<file path="config.mk">
export PLATFORM = sky130hd
export DESIGN_NAME = register_file
export DESIGN_NICKNAME = d
export VERILOG_FILES = /design/src/rtl/register_file.sv
export SDC_FILE = /design/constraint.sdc
export NUM_CORES = 2
export LEC_CHECK = 0
export CAP_MARGIN = 20
export CORE_AREA = 2 2 445 447
export DETAILED_ROUTE_END_ITERATION = 8
export DIE_AREA = 0 0 447 449
export MAX_ROUTING_LAYER = met4
export PLACE_DENSITY_LB_ADDON = 0.15
export SLEW_MARGIN = 10
export SYNTH_ARGS = -nofsm -noshare
export SYNTH_HDL_FRONTEND = slang
export SYNTH_SLANG_ARGS = --single-unit
</file>
<file path="constraint.sdc">
create_clock -name clk -period 3.5 [get_ports clk]
set_clock_uncertainty 0.05 [all_clocks]
set_input_delay 0.7 -clock clk [delete_from_list [all_inputs] [get_ports clk]]
set_output_delay 0.7 -clock clk [all_outputs]
set_load 0.005 [all_outputs]
</file>
<file path="src/rtl/register_file.sv">
// 32 x 64-bit integer register file for the single-cycle RV64 datapath.
// Two combinational read ports, one synchronous write port, x0 hardwired to zero.
module register_file #(
    parameter int DATA_WIDTH = 64,
    parameter int ADDR_WIDTH = 5
) (
    input  logic                  clk,
    input  logic                  rst,
    input  logic                  reg_write,
    input  logic [ADDR_WIDTH-1:0] Rs1,
    input  logic [ADDR_WIDTH-1:0] Rs2,
    input  logic [ADDR_WIDTH-1:0] Rd,
    input  logic [DATA_WIDTH-1:0] write_data,
    output logic [DATA_WIDTH-1:0] read_data1,
    output logic [DATA_WIDTH-1:0] read_data2
);

    localparam int DEPTH = 2 ** ADDR_WIDTH;

    logic [DATA_WIDTH-1:0] regs_q [0:DEPTH-1];
    logic                  wr_en_d;

    assign wr_en_d = reg_write && (Rd != '0);

    // Entry 0 is only ever cleared, so it stays zero and synthesis can drop it.
    always_ff @(posedge clk or negedge rst) begin
        if (!rst) begin
            for (int i = 0; i < DEPTH; i++) begin
                regs_q[i] <= '0;
            end
        end else begin
            for (int i = 1; i < DEPTH; i++) begin
                if (wr_en_d && (Rd == ADDR_WIDTH'(i))) begin
                    regs_q[i] <= write_data;
                end
            end
        end
    end

    // No write-to-read forwarding: the datapath expects the old value until the edge.
    always_comb begin
        read_data1 = '0;
        read_data2 = '0;
        if (rst) begin
            read_data1 = regs_q[Rs1];
            read_data2 = regs_q[Rs2];
        end
    end

endmodule

</file>
==> impl_results.md <==
- Status: finished, violations left
- Failing checks: negative setup slack
- Startpoint Class: primary input
- Die area: between 0.2 and 0.25 mm2
- Kind of critical path: in -> out
- Post-synthesis async set-or-reset flop share: 100.0%
- Clock power share: 33.9%
- WP data required: 2.75 ns
- Die H: approximately 450 um
- R2R setup slack: 2.52 ns
- Post-synth EDFFs: 0
- Drt pass-1 iters: 5
- Global-route met2 utilization: 57.61%
- Min Hold Slack: 0.03058 ns
- Pre-CTS WS: -0.6165 ns
- Cell-internal power: slightly above 0.05 W
- # DRC: 0
- Post-synth top area share: 46.27%
- Max_cap viols: 0
- Biggest regs: regs_q: 1984 flops
- Global-route wire length before repair: about 560000 um
- Gate power share: 22.3%
- Gpl congestion: just over 0.9
- Cell Rows: between 150 and 200
- Switching power: 0.02012 W
- Top-count cell post-synth: dfrtp_1
- Main combinational cell family by area after synthesis: multiplexers
- Synthesized netlist cell count: 7664
- Netlist Area Pre-Place: 0.1073 mm2
- PD cells: 533.8 mW/mm2
- GRT met3 Usage: between 7 and 8%
- Cell Chain, Critical Path: buf_16 > buf_12 > buf_12 > buf_16 > nand2_4 > buf_12 > nor2_2 > o41ai_4 > buf_4 > nor4_2 > buf_4 > clkdlybuf4s50_1
- Static leakage: 59.01 nW
- Design Power: 0.07088 W
- CTS max path bufs: 3
- Synth Area per Inst: 14.00 um2
- Finish-stage setup viols: 27
- Clock sink count: 1984
- Sequential share of power: 43.8%
- HP Class: in -> async
- Synth area leaders: dfrtp_1, mux2_2, mux4_2, mux2i_1, a22oi_1
- DR WL/cell: 34.52 um
- Post-synth top cells: dfrtp_1, mux2_2, mux2i_1
- Post-synth top flop: dfrtp_1
- CP dominant cell by count: buf_12
- Yosys top cell by area: dfrtp_1
- Adder-cell share of the synthesized area: 0%
- Mux share of post-synthesis cell area: a little over 40%
- GR met1 Demand/Resource: 50.36%
- Final period util: 106.0%
- Largest net degree at the start of global routing: around 160
- GR Util All Layers: between 30% and 40%
- Clock transition at path regs: 0.06 ns
- Clk Latency, worst-skew pair: 0.89 ns
- Initial antenna violation count: 22
- Switch share: 28.39%
- Biggest register: regs_q
- Area delta synth->final: 23.76%
- Hold Violations, Final: 0
- Arrival @ worst endpoint: ~3 ns
- Core Region: 0.1962 mm2
- Synth unique cells: 57
- Relative slew slack: 21.51%
- Final worst slack: -0.2084 ns
- Unrepaired setup endpoints after global routing: true
- Gr busiest metal: met2
- Share of cells above drive strength 1: 53.20%
- Vias: just under 80000
- Register area share after synthesis: 46.27%
- Critical-path top delay cell: clkdlybuf4s50_1
- Final nets: 8477
- TritonCTS clock tree: yes
- Crit. End Element: output pin
- DP HPWL: ~240000 um
- Layout fillers: 13690
- Initial core utilization: a little over half
- Ports: 210
- Syn_nets: 7746
- Vias per cell: 6.953
- Post-route minimum period: 3.708 ns
- H-tree depth: 4
- Post-synthesis compound-gate area fraction: 5.958%
- TritonCTS Buffers: about 210
- Synth warn: 64
- Worst Path Max Fanout: 11
- Die width: 447 um
- Flop and latch count out of synthesis: 1984
- Overflow after GRT: 0
- Worst-Margin Slew: 1.174 ns
- Antenna viol nets, final: 0
- Initial drt markers: slightly below 9000
- Max Clock Freq: around 0.27 GHz
- Total wire length: 387700 um
- Slew Viols, Final: 0
- XOR/XNOR Fraction of Synth Area: 0%
- IO buf count: about 210
- Largest register FFs: 1984
- Slowest stage delay, CP: 0.51 ns
- Root buf cell: clkbuf_16
- Synth Area in Simple Gates: 3.374%
- Worst vdd rail ir drop: ~0.00053 V
- Number of global-route vias before repair: 79920
-- routing by layer --
layer,part of all wire [%],routed length [um]
met1,38,149100
met3,9.2,35790
met4,6.6,25650
met2,46,177100
met5,0,0
-- cells in the final DEF (no fill, tap or decap), drive strengths merged, types with 8 or more instances in the layout --
master         count
a2111oi           27
a211oi            30
a22o              27
a22oi            292
and2               9
and3b             29
and4b             97
buf             1158
bufinv            22
clkbuf           355
clkdlybuf4s15     16
clkdlybuf4s50     71
clkinv            36
clkinvlp          10
dfrtp           1984
diode             21
dlygate4sd2       49
dlygate4sd3       13
dlymetal6s2s       8
inv               13
mux2            2113
mux2i            753
mux4             521
nand2             73
nand2b            13
nand3            101
nor2              77
nor2b             38
nor3             103
nor4              27
o21ai             96
o221a             96
o22ai            250
o41ai             27
-- worst max-delay path, delay by kind of cell --
family	cells	cell delay [ns]
compound gates	1	0.11
buf+inv	8	1.58
simple gates	3	0.54
-- path summary, 6_finish.rpt --
path                                           from                  endpoint  depth (start not counted)
setup / recovery                             Rs1[1]            read_data1[27]                         12
hold / removal                                  rst  regs_q[1388]$_DFFE_PN0P_                          2
setup reg to reg             regs_q[21]$_DFFE_PN0P_    regs_q[21]$_DFFE_PN0P_                          2
hold reg to reg            regs_q[1638]$_DFFE_PN0P_  regs_q[1638]$_DFFE_PN0P_                          1
max in group asynchronous                       rst  regs_q[1926]$_DFFE_PN0P_                          6
min in group clk           regs_q[1638]$_DFFE_PN0P_  regs_q[1638]$_DFFE_PN0P_                          1
-- cell families after synthesis --
group	Yosys count
flip-flops	1984
buffers and inverters	852
multiplexers	3387
AO/OA/AOI/OAI	862
AND/OR/NAND/NOR	579
-- area by class of cell --
cell class	count	area, um2	area share [%]
multi-input cells	4828	55910	42.11
repair buffers	1364	16390	12.35
clock buffers	313	6327	4.765
flip-flops and latches	1984	49650	37.39
clock inverters	75	1130	0.8509
inverters	6	22.52	0.01696
diodes	21	52.55	0.03958
well taps	2640	3303	2.488
-- metrics by stage --
step | util [%] | instance area (um2) | setup TNS [ns] | std cells
floorplan | - | 107300 | 0 | 7664
global placement | 60.77 | 119200 | -30.83 | 10550
detailed placement | 60.77 | 119200 | -31.04 | 10550
CTS | 66.57 | 130600 | -3.370 | 11098
global route | 67.68 | 132800 | -1.437 | 11229
finish | 67.68 | 132800 | -1.048 | 11231
-- power groups by stage --
stage                     Combinational (W)  Sequential (W)  Clock (W)
after floorplan                      0.0102          0.0300          0
after global placement               0.0139          0.0308          0
after detailed placement             0.0143          0.0311          0
after CTS                            0.0152          0.0308     0.0242
after global routing                 0.0167          0.0315     0.0252
final                                0.0158          0.0310     0.0240
-- what timing repair did --
item                                    4_1_cts  5_1_grt
hold buffers                                 16        0
cloned                                       20       13
endpoints found under the setup margin      128       92
pin swaps                                   174      170
endpoints found under the hold margin       112        0
resized for setup                           627      270
buffers inserted                            132      107
No activity file was read; power rests on OpenSTA's default activity.
